`config.mk`:
```
export PLATFORM = sky130hd
export DESIGN_NAME = key_debounce_arbiter
export DESIGN_NICKNAME = d
export VERILOG_FILES = /design/src/rtl/key_arb_pkg.sv /design/src/rtl/key_rr_pick.sv /design/src/rtl/key_debounce_arbiter.sv
export SDC_FILE = /design/constraint.sdc
export NUM_CORES = 1
export LEC_CHECK = 0
export ABC_AREA = 1
export CORE_ASPECT_RATIO = 2
export CORE_MARGIN = 1.5
export CORE_UTILIZATION = 30
export CTS_BUF_LIST = sky130_fd_sc_hd__clkbuf_4 sky130_fd_sc_hd__clkbuf_8
export CTS_CLUSTER_DIAMETER = 40
export DETAILED_ROUTE_END_ITERATION = 12
export PLACE_DENSITY = 0.53
export SYNTH_ARGS = -nofsm -noshare
export SYNTH_HDL_FRONTEND = slang
export SYNTH_SLANG_ARGS = --single-unit
```
`constraint.sdc`:
```
create_clock -name clk -period 1.7 [get_ports clk]
set_input_delay 0.425 -clock clk [delete_from_list [all_inputs] [get_ports clk]]
set_output_delay 0.425 -clock clk [all_outputs]
set_load 0.1 [all_outputs]
```
`src/rtl/key_arb_pkg.sv`:
```
// Shared types and defaults for the debounced key arbiter: FSM state
// encoding and the default key count / debounce window length.
package key_arb_pkg;

    localparam int KEY_NUM_DEF   = 4;
    localparam int TIME_20MS_DEF = 1_000_000;

    localparam logic [1:0] ST_IDLE  = 2'd0;
    localparam logic [1:0] ST_COUNT = 2'd1;
    localparam logic [1:0] ST_DONE  = 2'd2;

    typedef enum logic [1:0] {
        IDLE  = ST_IDLE,
        COUNT = ST_COUNT,
        DONE  = ST_DONE
    } state_e;

endpackage

```
`src/rtl/key_rr_pick.sv`:
```
// Combinational round-robin picker: returns the first pending key index
// strictly after last_grant, wrapping from KEY_NUM-1 back to 0.
module key_rr_pick
    import key_arb_pkg::*;
#(
    parameter int KEY_NUM = KEY_NUM_DEF
) (
    input  logic [KEY_NUM-1:0]         pending,
    input  logic [$clog2(KEY_NUM)-1:0] last_grant,
    output logic                       valid,
    output logic [$clog2(KEY_NUM)-1:0] index
);

    localparam int IDX_W = $clog2(KEY_NUM);

    int               cand;
    logic [IDX_W-1:0] cand_idx;

    // Scan from the farthest candidate to the nearest so the nearest pending key wins.
    always_comb begin
        valid    = 1'b0;
        index    = '0;
        cand     = 0;
        cand_idx = '0;
        for (int k = KEY_NUM; k >= 1; k--) begin
            cand     = (int'(last_grant) + k) % KEY_NUM;
            cand_idx = IDX_W'(cand);
            if (pending[cand_idx]) begin
                valid = 1'b1;
                index = cand_idx;
            end
        end
    end

endmodule

```
`src/rtl/key_debounce_arbiter.sv`:
```
// Multi-key debouncer sharing a single window timer among all keys, granted
// round-robin. Optional macro DEBOUNCE_RESTART_EN restarts the window on re-bounce.
module key_debounce_arbiter
    import key_arb_pkg::*;
#(
    parameter int KEY_NUM   = KEY_NUM_DEF,
    parameter int TIME_20MS = TIME_20MS_DEF
) (
    input  logic                       clk,
    input  logic                       rst_n,
    input  logic [KEY_NUM-1:0]         key_in,
    output logic [KEY_NUM-1:0]         key_out,
    output logic [KEY_NUM-1:0]         key_press,
    output logic [KEY_NUM-1:0]         key_release,
    output logic                       busy,
    output logic [$clog2(KEY_NUM)-1:0] cur_key
);

    localparam int               IDX_W   = $clog2(KEY_NUM);
    localparam int               CNT_W   = $clog2(TIME_20MS);
    localparam logic [CNT_W-1:0] CNT_MAX = CNT_W'(TIME_20MS - 1);

    logic [KEY_NUM-1:0] key_r0_q, key_r0_d;
    logic [KEY_NUM-1:0] key_r1_q, key_r1_d;
    logic [KEY_NUM-1:0] pending_q, pending_d;
    logic [CNT_W-1:0]   counter_q, counter_d;
    state_e             state_q, state_d;
    logic [IDX_W-1:0]   last_grant_q, last_grant_d;
    logic [IDX_W-1:0]   cur_key_q, cur_key_d;
    logic [KEY_NUM-1:0] key_out_q, key_out_d;
    logic [KEY_NUM-1:0] key_press_q, key_press_d;
    logic [KEY_NUM-1:0] key_release_q, key_release_d;

    logic [KEY_NUM-1:0] edge_det;
    logic [KEY_NUM-1:0] set_mask;
    logic [KEY_NUM-1:0] clr_mask;
    logic               restart;
    logic               pick_valid;
    logic [IDX_W-1:0]   pick_index;

    key_rr_pick #(
        .KEY_NUM (KEY_NUM)
    ) u_pick (
        .pending    (pending_q),
        .last_grant (last_grant_q),
        .valid      (pick_valid),
        .index      (pick_index)
    );

    assign edge_det = key_r0_q ^ key_r1_q;

    always_comb begin
        key_r0_d      = key_in;
        key_r1_d      = key_r0_q;
        state_d       = state_q;
        counter_d     = counter_q;
        cur_key_d     = cur_key_q;
        last_grant_d  = last_grant_q;
        key_out_d     = key_out_q;
        key_press_d   = '0;
        key_release_d = '0;
        set_mask      = edge_det;
        clr_mask      = '0;
`ifdef DEBOUNCE_RESTART_EN
        // A bounce on the key being timed restarts its window instead of queueing it again.
        restart = (state_q == COUNT) && edge_det[cur_key_q];
        if (restart) begin
            set_mask[cur_key_q] = 1'b0;
        end
`else
        restart = 1'b0;
`endif

        case (state_q)
            IDLE: begin
                if (pick_valid) begin
                    cur_key_d            = pick_index;
                    clr_mask[pick_index] = 1'b1;
                    counter_d            = '0;
                    state_d              = COUNT;
                end
            end
            COUNT: begin
                if (restart) begin
                    counter_d = '0;
                end else if (counter_q == CNT_MAX) begin
                    state_d = DONE;
                end else begin
                    counter_d = counter_q + 1'b1;
                end
            end
            DONE: begin
                key_out_d[cur_key_q]     = ~key_r1_q[cur_key_q];
                key_press_d[cur_key_q]   = ~key_out_q[cur_key_q] & ~key_r1_q[cur_key_q];
                key_release_d[cur_key_q] =  key_out_q[cur_key_q] &  key_r1_q[cur_key_q];
                last_grant_d             = cur_key_q;
                state_d                  = IDLE;
            end
            default: begin
                state_d = IDLE;
            end
        endcase

        // A fresh edge wins over the grant clear so a bounce during grant is not lost.
        pending_d = (pending_q & ~clr_mask) | set_mask;
    end

    always_ff @(posedge clk or negedge rst_n) begin
        if (!rst_n) begin
            key_r0_q      <= '1;
            key_r1_q      <= '1;
            pending_q     <= '0;
            counter_q     <= '0;
            state_q       <= IDLE;
            last_grant_q  <= IDX_W'(KEY_NUM - 1);
            cur_key_q     <= '0;
            key_out_q     <= '0;
            key_press_q   <= '0;
            key_release_q <= '0;
        end else begin
            key_r0_q      <= key_r0_d;
            key_r1_q      <= key_r1_d;
            pending_q     <= pending_d;
            counter_q     <= counter_d;
            state_q       <= state_d;
            last_grant_q  <= last_grant_d;
            cur_key_q     <= cur_key_d;
            key_out_q     <= key_out_d;
            key_press_q   <= key_press_d;
            key_release_q <= key_release_d;
        end
    end

    assign key_out     = key_out_q;
    assign key_press   = key_press_q;
    assign key_release = key_release_q;
    assign busy        = (state_q != IDLE);
    assign cur_key     = cur_key_q;

endmodule

```
# ---- Yosys cells after proc, flatten, opt, wreduce, memory -nomap -nowiden
# Index checks and enable logic that the tools add are counted.
# W data, S select, Z words.
dict set report word_totals {
  register_bits 50
}
dict set report classes {
  addsub 5
  n_lt_le_gt_ge 8
  n_eq_ne 6
  n_mux 35
  bitwise_logic 10
  reduce_logical 8
}
# cell n
set ops {}
lappend ops {{$mux W20} 2}
lappend ops {{$pmux W20 S2} 1}
lappend ops {{$add A20 B1 Y20 const B} 1}
lappend ops {{$eq A20 B20 Y1 const B} 1}
lappend ops {{$lt A2 B3 Y1 const B} 6}
lappend ops {{$mux W4} 4}
lappend ops {{$and A4 B4 Y4} 3}
lappend ops {{$bmux W1 S2} 6}
lappend ops {{$mux W1} 12}
lappend ops {{$mux W2} 6}
lappend ops {{$ne A2 B2 Y1 const B} 3}
lappend ops {{$add A2 B1 Y2 const B} 2}
lappend ops {{$add A2 B2 Y2 const B} 2}
lappend ops {{$bwmux W4} 1}
lappend ops {{$demux W1 S2} 2}
lappend ops {{$ge A2 B1 Y1 const B} 2}
lappend ops {{$not A4 Y4} 1}
lappend ops {{$or A4 B4 Y4} 1}
lappend ops {{$pmux W2 S2} 1}
lappend ops {{$reduce_and A2 Y1} 2}
lappend ops {{$reduce_bool A2 Y1} 2}
lappend ops {{$xor A4 B4 Y4} 1}
lappend ops {{$reduce_and A3 Y1} 1}
lappend ops {{$and A1 B1 Y1} 2}
lappend ops {{other kinds (5)} 7}

# ---- Longest topological paths before layout
dict set report depth {
  ltp_word 16
  depth_mapped 13
}

# ---- Modules after synthesis
# A second synthesis with hierarchy kept.
dict set report hier_totals {
  cells_unflattened 332
  area_unflattened_um2 2646.3
}
# mod n_inst cells_each area_per_inst_um2 seq_area_each_um2
set by_module_without_submodules {}
lappend by_module_without_submodules {key_debounce_arbiter 1 281 2399.8 1263.7}
lappend by_module_without_submodules {key_rr_pick 1 51 246.5 0.0}

# ---- Worst setup path after synthesis
# No wires, ideal clock.
dict set report synth_timing {
  path_kind {flip-flop to flip-flop}
  startpoint {register cur_key_q[1], in the netlist cur_key[1]}
  endpoint {register key_release_q[3], in the netlist key_release[3]}
  setup_ns 0.127
  t_arrival_ns 1.923
  required_ns 1.573
  setup_slack_ns -0.350
  stages_incl_launch_ff 7
  path_buffers 1
  cell_sequence {dfrtp_1 > buf_2 > nor2_1 > a22oi_1 > o221ai_1 > nand2_1 > nor3_1}
}
dict set report synth_via {
  elab_chain_cells 6
  word_cells_on_any_way 12
  cone_classes {order compare: 2; mux: 7; bitwise: 2; reduce/logical: 1}
}
# element line
set synth_rtl {}
lappend synth_rtl {{start, declared} key_debounce_arbiter.sv:29} ;# logic [IDX_W-1:0] cur_key_q, cur_key_d;
lappend synth_rtl {{start signal, assigned} key_debounce_arbiter.sv:127} ;# cur_key_q <= cur_key_d;
lappend synth_rtl {{$lt A2 B3 Y1 (implied by the code) or $ge A2 B1 Y1 (tied branches)} key_debounce_arbiter.sv:95} ;# key_release_d[cur_key_q] = key_out_q[cur_key_q] & key_r1_q[cur_key_q];
lappend synth_rtl {{$logic_and A1 B1 Y1 (implied by the code)} key_debounce_arbiter.sv:95}
lappend synth_rtl {{$mux W1 (implied by the code)} key_debounce_arbiter.sv:95}
lappend synth_rtl {{$demux W1 S2} key_debounce_arbiter.sv:95}
lappend synth_rtl {{$and A4 B4 Y4 (no source line) (*)} -}
lappend synth_rtl {{$mux W4 (*)} key_debounce_arbiter.sv:74} ;# case (state_q)
lappend synth_rtl {{via key_release_d[3]} key_debounce_arbiter.sv:32} ;# logic [KEY_NUM-1:0] key_release_q, key_release_d;
lappend synth_rtl {{end signal, assigned} key_debounce_arbiter.sv:130} ;# key_release_q <= key_release_d;
lappend synth_rtl {{end, declared} key_debounce_arbiter.sv:32}
# Mark *: on every way through the listed nets, which the timed path passes. The rest lies on a longest branch. The select of a mux whose other input is x is not followed.
# A chain may end at the register's enable or synchronous reset.

# ---- Final worst setup path
dict set report layout_timing {
  startpoint {register counter_q[0]}
  endpoint {register counter_q[14]}
}
dict set report layout_via {
  elab_chain_cells 3
  word_cells_on_any_way 6
  cone_classes {add/sub: 1; eq/ne: 2; mux: 2; reduce/logical: 1}
}
# element line
set layout_rtl {}
lappend layout_rtl {{start, declared} key_debounce_arbiter.sv:26} ;# logic [CNT_W-1:0] counter_q, counter_d;
lappend layout_rtl {{start signal, assigned} key_debounce_arbiter.sv:124} ;# counter_q <= counter_d;
lappend layout_rtl {{$add A20 B1 Y20 or $eq A20 B20 Y1 (tied branches)} {key_debounce_arbiter.sv:89, key_debounce_arbiter.sv:86}}
lappend layout_rtl {{$mux W20 or $ne A2 B2 Y1 (tied branches)} -}
lappend layout_rtl {{$pmux W20 S2 or $reduce_and A3 Y1 (tied branches)} -}
# Several ways; a longest one is shown, not always the timed one. The select of a mux whose other input is x is not followed.

==> metrics.md <==
| Metric | Value |
|---|---|
| Fin Hold WS | roughly 15 ps |
| Slew Viols, Final | 0 |
| R2r worst-path depth | 8 |
| Die Span Y | roughly 140 um |
| TritonRoute pass-1 iters | 4 |
| IO Port Bufs | 20 |
| Final period util | 103.6% |
| HPWL after detailed placement | between 5000 and 6000 um |
| #FFs+latches synth | 50 |
| Synth cell types | 35 |
| Clk Latency, worst-skew pair | between 300 and 400 ps |
| Required @ worst endpoint | ~2000 ps |
| Violated checks | setup timing |
| Worst r2r src | counter_q[0] |
| Post-Syn Instances | between 300 and 400 |
| CTS Buffer Depth | 2 |
| CP endpoint kind | flip-flop |
| Critical Path, Cell by Cell | ha_2 -> nand2_1 -> nor3_1 -> nand3_1 -> xor2_1 -> nor2_1 -> nand2_2 -> nand2_1 |
| Die area | just under 10000 um^2 |
| Total gr overflow | 0 |
| Leading cell type in the layout, fill and taps excluded | nand2_1 |
| # diodes | 0 |
| Pwr dens | about 800 nW/um^2 |
| P_leak | 0.001685 uW |
| Maximum vdd drop | around 0.53 mV |
| Total number of vias | between 2000 and 2500 |
| Maximum number of pins on one net before global-route repair | 37 |
| Syn. warnings | 0 |
| Setup TNS | -245.4 ps |
| Count of final setup violators | 14 |
| Area after DPL | around 3200 um^2 |
| First-pass GRT wire length | roughly 11000 um |
| Worst setup SP type | flip-flop |
| Detailed Route Iter0 Violations | around 100 |
| Row cnt | between 40 and 50 |
| Status | complete, but fails checks |
| Period minus WS final | roughly 1800 ps |
| Final nets | 386 |
| Final instance area | 3566 um^2 |
| Final Skew | just under 10 ps |
| Top delay family on crit path | simple AND/OR/NAND/NOR gates |
| TritonCTS clock tree | yes |
| Slew @ Worst Pin | roughly 470 ps |
| CTS buffer count | 5 |
| Slowest stage delay, CP | 420 ps |
| Die width | roughly 70 um |
| Syn-to-layout area delta | 31.76% |
| Mapped Nets | between 300 and 400 |
| CTS Root Buffer Type | clkbuf_8 |
| Clock transition at path regs | 100 ps |
| H-tree levels | 2 |
| RR Endpoint | counter_q[14] |
| Fill count | around 860 |
| Hold_buf cts | 0 |
| Routed WL | roughly 7200 um |
| Initial antenna violation count | 0 |
| Worst Path Arrival | between 2000 and 2500 ps |
| Final cell count without fillers | 480 |
| Post-place setup slack | -5.093 ps |
| Vias per cell | slightly above 5 |
| Buf+Inv Stages, Crit Path | 0 |
| Mapped Area | 2706 um^2 |
| Initial core utilization | approximately 31% |
| RSZ-0062 raised after global routing | yes |
| Share of layout cells above drive strength 1 | between 30% and 40% |
| Critical Path Fanout Max | 2 |
| Max_slew headroom | about two thirds |
| Most frequent CP cell | nand2_1 |
| Max_cap viols | 0 |
| Slowest cell on the critical path | nor3_1 |
| GP Congestion | a little under 0.9 |
| Post-route antenna net violation count | 0 |
| Clock sinks | 50 |
| I/O pins | 21 |
| Syn avg cell area | roughly 8 um^2 |
| Total GRT Usage | about 15% |
| Most frequent cells in the layout | nand2_1 (76), inv_1 (38), dfrtp_1 (36), nand3_1 (31), nor2_1 (28) |
| Max Clk Rate | about 570 MHz |
| Remaining DRCs | 0 |
| Sequential cell area fraction in the yosys report | 46.69% |
| Final WS setup | -61.87 ps |
| Vias in the first global route | between 2000 and 2500 |
| HP Class | in -> async |
| R2r setup slk | -60 ps |
| WL/cell | between 10 and 15 um |
| Crit Path Category | reg -> reg |
| Final hold viol count | 0 |
| Cell total after placement | between 400 and 500 |
| Core area | 8708 um^2 |
-- where the power goes --
| part | switching [uW] | internal [uW] | total, uW | leakage [uW] |
|---|---|---|---|---|
| Combinational | 409 | 250 | 659 | 0.00102 |
| Clock | 431 | 290 | 721 | 0.0000441 |
| Sequential | 112 | 1290 | 1400 | 0.000618 |
-- metal layers --
metal | part of all wire [%] | vias to the layer above | global-route usage (%)
li1 | - | 1167 | -
met1 | 33 | 1163 | 14.05
met2 | 60 | 71 | 29.63
met3 | 2.8 | 23 | 2.195
met4 | 5.0 | 0 | 10.36
met5 | 0 | - | 0
-- synth_stat cells --
cell | number | area, um^2
nand2_1 | 85 | 319.1
dfrtp_1 | 40 | 1001
inv_1 | 40 | 150.1
nand3_1 | 34 | 170.2
nor2_1 | 29 | 108.9
o21ai_0 | 15 | 75.07
nor3_1 | 14 | 70.07
nand2_2 | 13 | 81.33
dfstp_2 | 10 | 262.8
o21ai_2 | 7 | 61.31
xor2_1 | 7 | 61.31
nand4_1 | 6 | 37.54
xnor2_1 | 5 | 43.79
buf_6 | 2 | 22.52
inv_2 | 2 | 7.510
inv_6 | 2 | 17.52
nor2_4 | 2 | 22.52
o21ai_1 | 2 | 10.01
o22ai_1 | 2 | 12.51
o32ai_1 | 2 | 17.52
a21boi_0 | 1 | 7.510
a21oi_1 | 1 | 5.000
a221oi_1 | 1 | 8.760
a22oi_1 | 1 | 7.510
buf_12 | 1 | 20.02
buf_2 | 1 | 5.000
clkbuf_1 | 1 | 3.750
ha_1 | 1 | 12.51
inv_8 | 1 | 11.26
nand2_4 | 1 | 11.26
nand2_8 | 1 | 20.02
nor3_2 | 1 | 10.01
nor3_4 | 1 | 16.27
o221ai_1 | 1 | 8.760
or2_2 | 1 | 6.260
-- repair_timing --
action / CTS / global route
buffers inserted: 2 / 8
endpoints found under the setup margin: 12 / 23
gates resized for setup: 1 / 44
cloned: 0 / 1
pin swaps: 0 / 8
-- worst max-delay path by stage --
stage,from,end,slack [ps],depth (start not counted)
floorplan,state_q[0],counter_q[16],-40,9
global route,counter_q[16],counter_q[7],-150,7
global placement,last_grant_q[0],counter_q[16],9,10
detailed placement,last_grant_q[0],counter_q[16],-5,10
finish,counter_q[0],counter_q[14],-60,8
CTS,last_grant_q[0],counter_q[16],0.5,11
-- registers in the layout (all words and copies together) (netlist names) --
register / count
cur_key: 2
key_r1_q: 4
pending_q: 4
last_grant_q: 2
key_out: 4
state_q: 2
key_press: 4
key_r0_q: 4
key_release: 4
counter_q: 20
-- metrics by stage --
stage	power (uW)	util, %
3_5_place_dp	2024	37.16
4_1_cts	2759	38.48
3_3_place_gp	2015	37.16
2_1_floorplan	1787	-
6_report	2785	40.95
5_1_grt	2938	40.95
-- final cells by class --
cell class              count  area, um^2  share of cell area [%]
clock buffers               5       68.82                   1.930
flip-flops and latches     50        1271                   35.65
inverters                  45       193.9                   5.439
repair buffers             42       559.3                   15.68
multi-input cells         234        1318                   36.95
repair inverters            1       8.758                  0.2456
clock inverters             3       21.27                  0.5965
well taps                 100       125.1                   3.509
-- cells by family (layout without fill, tap and decap cells) --
logic type / after synthesis / count (layout) / synth area share [%]
fa+ha+maj: 1 / 1 / 0.4622
compound gates: 33 / 33 / 7.906
buf+inv: 50 / 96 / 8.784
simple gates: 188 / 188 / 32.27
xor+xnor: 12 / 12 / 3.883
flops: 50 / 50 / 46.69
-- worst reg2reg max path, stage by stage (launching register included) --
cell,delay (ps)
dfrtp_1,400
ha_2,190
nand2_1,80
nor3_1,420
nand3_1,180
xor2_1,180
nor2_1,130
nand2_2,70
nand2_1,60
(Power assumes the default switching activity.)
